File: config.mk
export PLATFORM = sky130hd
export DESIGN_NAME = xor_parity_rx
export DESIGN_NICKNAME = d
export VERILOG_FILES = /design/src/rtl/xor_parity_pkg.sv /design/src/rtl/xor_parity_shift.sv /design/src/rtl/xor_parity_rx.sv
export SDC_FILE = /design/constraint.sdc
export NUM_CORES = 1
export LEC_CHECK = 0
export ABC_AREA = 1
export CAP_MARGIN = 25
export CORE_MARGIN = 5
export CORE_UTILIZATION = 49
export DETAILED_ROUTE_END_ITERATION = 8
export PLACE_DENSITY = 0.81
export SYNTH_ARGS = -nofsm -noshare
export SYNTH_HDL_FRONTEND = slang
export SYNTH_SLANG_ARGS = --single-unit
export TNS_END_PERCENT = 1
File: constraint.sdc
create_clock -name clk -period 1.9 [get_ports clk]
set_input_delay 0.285 -clock clk [delete_from_list [all_inputs] [get_ports clk]]
set_output_delay 0.285 -clock clk [all_outputs]
set_load 0.01 [all_outputs]
File: src/rtl/xor_parity_pkg.sv
// xor_parity_pkg
// Shared definitions for the parity-checking serial receiver:
//   - rx_state_t     : receiver FSM states
//   - DEFAULT_DATA_W : default number of data bits per frame
//   - cnt_width()    : width of the data-bit counter for a given frame width
package xor_parity_pkg;

    localparam int DEFAULT_DATA_W = 8;

    typedef enum logic [1:0] {
        ST_IDLE   = 2'd0,
        ST_DATA   = 2'd1,
        ST_PARITY = 2'd2,
        ST_STOP   = 2'd3
    } rx_state_t;

    // The counter only has to index bits 0..w-1; keep at least one bit so
    // a 1-bit frame still has a legal vector.
    function automatic int cnt_width(input int w);
        return (w < 2) ? 1 : $clog2(w);
    endfunction

endpackage

File: src/rtl/xor_parity_shift.sv
// xor_parity_shift
// Data-bit capture for one frame: shift register, bit counter and running
// XOR of all captured bits.
// Ports:
//   clk     : clock, rising edge
//   rst_n   : synchronous active-low reset
//   clear   : start of frame; zero register, counter and XOR
//   load    : capture sample into data[count] and advance the counter
//   sample  : serial bit being captured
//   data    : captured word, first bit received in bit 0
//   xor_acc : XOR of every bit captured since the last clear
//   last    : the next load captures the final data bit of the frame
module xor_parity_shift
    import xor_parity_pkg::*;
#(
    parameter int DATA_W = DEFAULT_DATA_W
) (
    input  logic              clk,
    input  logic              rst_n,
    input  logic              clear,
    input  logic              load,
    input  logic              sample,
    output logic [DATA_W-1:0] data,
    output logic              xor_acc,
    output logic              last
);

    localparam int CNT_W = cnt_width(DATA_W);

    logic [CNT_W-1:0] count;

    always_ff @(posedge clk) begin
        if (!rst_n) begin
            data    <= '0;
            count   <= '0;
            xor_acc <= 1'b0;
        end else if (clear) begin
            data    <= '0;
            count   <= '0;
            xor_acc <= 1'b0;
        end else if (load) begin
            data[count] <= sample;
            count       <= count + CNT_W'(1);
            xor_acc     <= xor_acc ^ sample;
        end
    end

    assign last = (count == CNT_W'(DATA_W - 1));

endmodule

File: src/rtl/xor_parity_rx.sv
// xor_parity_rx
// Serial frame receiver: start bit (0), DATA_W data bits LSB first, one
// parity bit, one stop bit (1). The line is sampled only when rx_en=1.
// A completed frame is presented on a valid/ready output port.
// Optional statistics counters are built when XOR_PARITY_RX_STATS_EN is
// defined.
// Ports:
//   clk, rst_n          : clock and synchronous active-low reset
//   rx_en, rx_bit       : bit strobe and serial line (idles at 1)
//   out_data            : received word
//   out_valid/out_ready : output handshake
//   out_perr, out_ferr  : parity error / framing error of the held word
//   overrun             : one-cycle pulse when a completed frame is dropped
//   busy                : receiver is inside a frame
//   dbg_state           : current FSM state, for observation only
//   frame_cnt, err_cnt  : (XOR_PARITY_RX_STATS_EN only) completed frames and
//                         frames with a parity or framing error
//
// Handshake: a word transfers on a rising edge where out_valid=1 and
// out_ready=1. Once raised, out_valid stays high and out_data/out_perr/
// out_ferr stay stable until that transfer; out_valid never depends on
// out_ready combinationally.
module xor_parity_rx
    import xor_parity_pkg::*;
#(
    parameter int DATA_W     = DEFAULT_DATA_W,
    parameter int ODD_PARITY = 0
) (
    input  logic              clk,
    input  logic              rst_n,
    input  logic              rx_en,
    input  logic              rx_bit,
    output logic [DATA_W-1:0] out_data,
    output logic              out_valid,
    input  logic              out_ready,
    output logic              out_perr,
    output logic              out_ferr,
    output logic              overrun,
    output logic              busy,
`ifdef XOR_PARITY_RX_STATS_EN
    output logic [15:0]       frame_cnt,
    output logic [15:0]       err_cnt,
`endif
    output rx_state_t         dbg_state
);

    localparam logic ODD_BIT = (ODD_PARITY != 0);

    rx_state_t         state_q, state_d;
    logic              shift_clear, shift_load, complete;
    logic [DATA_W-1:0] shift_data;
    logic              xor_acc, last;
    logic              perr_q;
    logic              ferr_new;

    xor_parity_shift #(
        .DATA_W (DATA_W)
    ) u_shift (
        .clk     (clk),
        .rst_n   (rst_n),
        .clear   (shift_clear),
        .load    (shift_load),
        .sample  (rx_bit),
        .data    (shift_data),
        .xor_acc (xor_acc),
        .last    (last)
    );

    always_ff @(posedge clk) begin
        if (!rst_n) begin
            state_q <= ST_IDLE;
        end else begin
            state_q <= state_d;
        end
    end

    always_comb begin
        state_d     = state_q;
        shift_clear = 1'b0;
        shift_load  = 1'b0;
        complete    = 1'b0;
        if (rx_en) begin
            case (state_q)
                ST_IDLE: begin
                    if (!rx_bit) begin
                        state_d     = ST_DATA;
                        shift_clear = 1'b1;
                    end
                end
                ST_DATA: begin
                    shift_load = 1'b1;
                    if (last) begin
                        state_d = ST_PARITY;
                    end
                end
                ST_PARITY: begin
                    state_d = ST_STOP;
                end
                ST_STOP: begin
                    complete = 1'b1;
                    state_d  = ST_IDLE;
                end
                default: begin
                    state_d = ST_IDLE;
                end
            endcase
        end
    end

    // The stop sample itself decides the framing error, so it is used
    // directly at completion rather than registered first.
    assign ferr_new = ~rx_bit;

    always_ff @(posedge clk) begin
        if (!rst_n) begin
            perr_q <= 1'b0;
        end else if (rx_en && (state_q == ST_PARITY)) begin
            perr_q <= xor_acc ^ rx_bit ^ ODD_BIT;
        end
    end

    // Output holding register. A completion is accepted when the slot is
    // empty or is being emptied in the same cycle; otherwise it is dropped.
    always_ff @(posedge clk) begin
        if (!rst_n) begin
            out_data  <= '0;
            out_valid <= 1'b0;
            out_perr  <= 1'b0;
            out_ferr  <= 1'b0;
            overrun   <= 1'b0;
        end else begin
            overrun <= 1'b0;
            if (complete) begin
                if (!out_valid || out_ready) begin
                    out_data  <= shift_data;
                    out_perr  <= perr_q;
                    out_ferr  <= ferr_new;
                    out_valid <= 1'b1;
                end else begin
                    overrun <= 1'b1;
                end
            end else if (out_valid && out_ready) begin
                out_valid <= 1'b0;
            end
        end
    end

`ifdef XOR_PARITY_RX_STATS_EN
    // Dropped frames still count: these describe the line, not the consumer.
    always_ff @(posedge clk) begin
        if (!rst_n) begin
            frame_cnt <= '0;
            err_cnt   <= '0;
        end else if (complete) begin
            frame_cnt <= frame_cnt + 16'd1;
            if (perr_q || ferr_new) begin
                err_cnt <= err_cnt + 16'd1;
            end
        end
    end
`endif

    assign busy      = (state_q != ST_IDLE);
    assign dbg_state = state_q;

endmodule

After elaboration in Yosys (flattened, before gate mapping)
Index checks and enable logic that the tools add are counted.
Word-level totals
  register bits: 27
  output and inout bits: 15
Cells by class
  reductions and logical operators: 13
  muxes and demuxes: 17
  order comparisons: 2
  bitwise operators: 3
  equality and inequality tests: 7
  add/sub/neg operators: 1
Operators with widths (number)
  2-to-1 mux 1 bit: 12
  bitwise mux 8 bit: 1
  one-hot mux 2 bit (4 select lines): 1
  AND reduction 2 bit: 3
  == test 2 bit, second input constant: 2
  < comparator 3 x 4 -> 1 bit, second input constant: 1
  2-to-1 mux 2 bit: 2
  != test 2 bit, second input constant: 2
  nonzero test 2 bit: 2
  adder 3 x 1 -> 3 bit, second input constant: 1
  demux 1 bit (select 3 bit): 1
  == test 3 bit, second input constant: 1
  >= comparator 3 x 1 -> 1 bit, second input constant: 1
  logical AND 1 bit: 3
  AND reduction 3 bit: 1
  == test 2 x 1 -> 1 bit, second input constant: 1
  zero test 2 bit: 1
  != test 2 x 1 -> 1 bit, second input constant: 1
  NOT 1 bit: 2
  OR reduction 2 bit: 1
  zero test 1 bit: 1
  logical OR 1 bit: 1
  bitwise XOR 1 bit: 1

Longest topological paths before layout
  depth after elaboration: 5
  mapped depth: 8
  mapped depth without buffers: 8

Modules after synthesis
From an unflattened synthesis, not the netlist that was laid out.
Unflattened totals
  cell total of the unflattened synthesis: 170
  area, all modules: 1229.9 µm²
Modules (own cells, without submodules)
  xor_parity_rx: cells each 97, area an instance 709.4 µm², seq. area each 300.3 µm², times used 1
  xor_parity_shift: cells each 73, area an instance 520.5 µm², seq. area each 240.2 µm², times used 1

Worst setup path after synthesis
OpenSTA, ideal clock, no wires.
  path kind: register -> register
  start: register state_q[1], in the netlist dbg_state[1]
  end: register u_shift.xor_acc
  stages on the path, launching flop included: 8
  setup time: 0.113 ns
  arrival: 1.153 ns
  buffers on the path: 0
  setup slack: 0.634 ns
  data required time: 1.787 ns
  cell sequence: dfxtp_1 -> inv_1 -> ha_1 -> nand2_2 -> inv_2 -> or2_1 -> nand2_1 -> nor2_1
Between the ends
  longest elaborated chain between the ends: 4
  elaborated cells on any way between the ends: 7
  those cells by class: eq/ne (1); mux (4); reduce/logical (2)
RTL lines
  start: declaration: line xor_parity_rx.sv:49  | rx_state_t state_q, state_d;
  start signal: assignment: line xor_parity_rx.sv:73  | state_q <= state_d;
  zero test 2 bit: line xor_parity_rx.sv:83  | case (state_q)
  2-to-1 mux 1 bit: line xor_parity_rx.sv:83
  2-to-1 mux 1 bit: line xor_parity_rx.sv:82  | if (rx_en) begin
  OR reduction 2 bit (no source line)
  end signal: assignment: line xor_parity_shift.sv:44  | xor_acc <= xor_acc ^ sample;
  end: declaration: line xor_parity_shift.sv:24  | output logic xor_acc,
Several ways; a longest one is shown, not always the timed one.
A chain may end at the register's enable or synchronous reset.

Worst setup path in the final report
  start: register state_q[0], in the netlist dbg_state[0]
  end: output port busy
Between the ends
  longest elaborated chain between the ends: 1
RTL lines
  nonzero test 2 bit: line xor_parity_rx.sv:163  | assign busy = (state_q != ST_IDLE);
  end: declaration: line xor_parity_rx.sv:39  | output logic busy,
Every way passes these cells.

==> results.tsv <==
stage	metric	value	unit
clock_tree	cts_buffers	3	
routing	routed_via_density	4.81	
floorplan	fp.dieArea	3460	um^2
floorplan	num_rows	17	
clock_tree	cts-root-buf	clkbuf_4	
setup_path	arrival	1.34	ns
sta	setup_tns	0	ns
global_routing	grt_usage	14.0	%
global_routing	antenna_found_initial	0	
floorplan	start_util	51.8	%
flow_run	drv_cap	0	
sta	setup_viol	0	
setup_path	path_class	register to output port	
synthesis	postSynthAreaPerCell	7.21	um^2
finish	final_cell_mix	46 x nor2_1, 30 x nand2_1, 25 x dfxtp_1, 18 x clkdlybuf4s50_1, 12 x inv_1	
sta	skew	0.00248	ns
routing	drt-initial-drc-count	14	
min_path	hp-class	register to register	
finish	final_layout_size_suffix_gt1_share	9.19	%
synthesis	netlist_area	1170	um^2
min_path	holdPathEnd	u_shift.data[3]	
placed_design	routabilityCongestion	0.801	
setup_path	required	1.62	ns
global_routing	grt_max_degree	16	
sta	drv_slew	0	
power	power_density	713	nW/um^2
synthesis	synthesis.nets	173	
setup_path	path_max_fanout	4	
power	ir_drop	0.446	mV
floorplan	core	2250	um^2
routing	wl_per_cell	10.3	um
finish	antenna_cells	0	
placed_design	place_hpwl	1770	um
finish	layout_commonest_cell	nor2_1	
setup_path	reg2reg_from	u_shift.count[0]	
routing	drc	0	
clock_tree	cts_max_path_buffers	2	
routing	ant_nets	0	
finish	nets	197	
setup_path	cp-start-kind	register	
sta	period_share	85.5	%
sta	tightest_slew	0.241	ns
power	p_leak	0.628	nW
synthesis	ys_ff_latch	27	
sta	rsz0062_at_grt	no	
global_routing	grt_overflow	0	
clock_tree	clk_latency	0.32	ns
synthesis	synth_cell_types	20	
floorplan	die_height	58.8	um
synthesis	synth_ff_type	dfxtp_1	
clock_tree	cts_tree	done	
sta	fmax	616	MHz
sta	final.min_clock_period	1.62	ns
clock_tree	cts_sinks	27	
synthesis	yosysSeqAreaShare	46.3	%
setup_path	worstRegToRegCells	8	
status	status	finished clean	
power	power	1.01	mW
clock_tree	htreeDepth	1	
routing	vias	1025	
setup_path	r2r_end	dbg_state[0]	
synthesis	ys_top_cells_by_area	dfxtp_1 46%, nor2_1 15%, nand2_1 9.6%	
sta	relSlewSlack	83.9	%
synthesis	ys_async_sr_fraction	0	%
placed_design	port_buffers	19	
clock_tree	cts.clk_slew.worst_paths	0.14	ns
min_path	worstHoldStart	u_shift.data[3]	
synthesis	synth_top_cell_by_area	dfxtp_1	
routing	routed_wl	2200	um
setup_path	rrSetupSlack	0.60	ns
floorplan	num_io_pins	20	
synthesis	ys_warn_count	0	
routing	firstDrtPassIters	4	
floorplan	die_w	58.8	um
synthesis	syn_inst	162	
synthesis	synth-edff-count	0	
finish	nFillCells	222	
finish	syn_to_final_growth	21.7	%
sta	hold_violations	0	
setup_path	end_kind	output port	
synthesis	synth_top_cell_area_share	46.3	%
sta	whs	0.494	ns
global_routing	grt_pass1_wl	3710	um
min_path	hold_depth	2	
global_routing	grt_pass1_vias	954	
==> cells by family (layout without fill, tap and decap cells) <==
logic type	count (synthesis)	count (layout)	share of synthesized area (%)
AOI/OAI and AO/OA	18	18	7.71
and+or+nand+nor	91	91	32.1
DFF	27	27	46.3
xor gates and xnor gates	1	1	0.750
buffers and inverters	19	42	6.74
adders and majority gates	6	6	6.42
==> what timing repair did <==
action,in CTS,in global routing
hold buffers,0,0
buffers inserted,0,0
setup endpoints to repair,1,0
resized for setup,3,0
==> power breakdown <==
| part | total, mW | switching [mW] | leakage [nW] | internal (mW) |
|---|---|---|---|---|
| logic | 0.170 | 0.0942 | 0.392 | 0.0754 |
| registers | 0.601 | 0.0148 | 0.219 | 0.586 |
| clock network | 0.244 | 0.165 | 0.0177 | 0.0790 |
| total | 1.01 | 0.274 | 0.628 | 0.741 |
==> worst max-delay path: stages, from the launching register on <==
cell and delay [ns]:
dfxtp_2 0.38, inv_1 0.08, ha_1 0.24, inv_1 0.06
dlygate4sd2_1 0.26
==> synth_stat cells (3+ instances only) <==
| cell type | number |
|---|---|
| nand2_1 | 30 |
| a21oi_1 | 7 |
| nand3_1 | 7 |
| ha_1 | 6 |
| dfxtp_1 | 27 |
| nand2_2 | 3 |
| inv_2 | 4 |
| nor2_1 | 46 |
| inv_1 | 12 |
| o21ai_1 | 10 |
==> sequential cells by signal (all words and copies together) (netlist names) <==
signal	cells
out_data	8
out_perr	1
dbg_state	2
u_shift.data	8
u_shift.xor_acc	1
u_shift.count	3
out_ferr	1
perr_q	1
out_valid	1
overrun	1
==> metrics by stage <==
stage	cells	cell area, um^2	setup slack (ns)	utilization, %
final	213	1420	0.276	63.1
after global routing	213	1420	0.171	63.1
after CTS	213	1420	0.268	63.1
after detailed placement	209	1390	0.284	61.8
after global placement	209	1390	0.359	61.8
after floorplan	162	1170	0.634	-
==> worst max-delay path by stage <==
stage                 startpoint               to  slack [ns]  cells after the start
floorplan           dbg_state[1]  u_shift.xor_acc        0.63                      7
global placement    dbg_state[0]             busy        0.36                      4
detailed placement         rx_en      out_data[5]        0.28                      7
CTS                 dbg_state[0]             busy        0.27                      4
global route        dbg_state[0]             busy        0.17                      4
finish              dbg_state[0]             busy        0.28                      4
==> layout make-up <==
type                       instances  area, um^2  area share [%]
clock buffer                       3        22.5            1.58
clock inverter                     1        5.00           0.352
inverter                          17        63.8            4.49
multi-input combinational        116         549            38.6
sequential                        27         543            38.2
tap                               28        35.0            2.46
timing repair buffer              21         204            14.3
==> layer usage <==
metal / wire (um) / up-vias / share of wire (%) / GRT usage [%]
met1: 973 / 459 / 44 / 14.9
met2: 1100 / 14 / 50 / 24.3
li1: - / 547 / - / -
met4: 71 / 0 / 3.2 / 11.0
met5: 0 / - / 0 / 0
met3: 58 / 5 / 2.6 / 2.19
No activity file was read; power rests on OpenSTA's default activity.
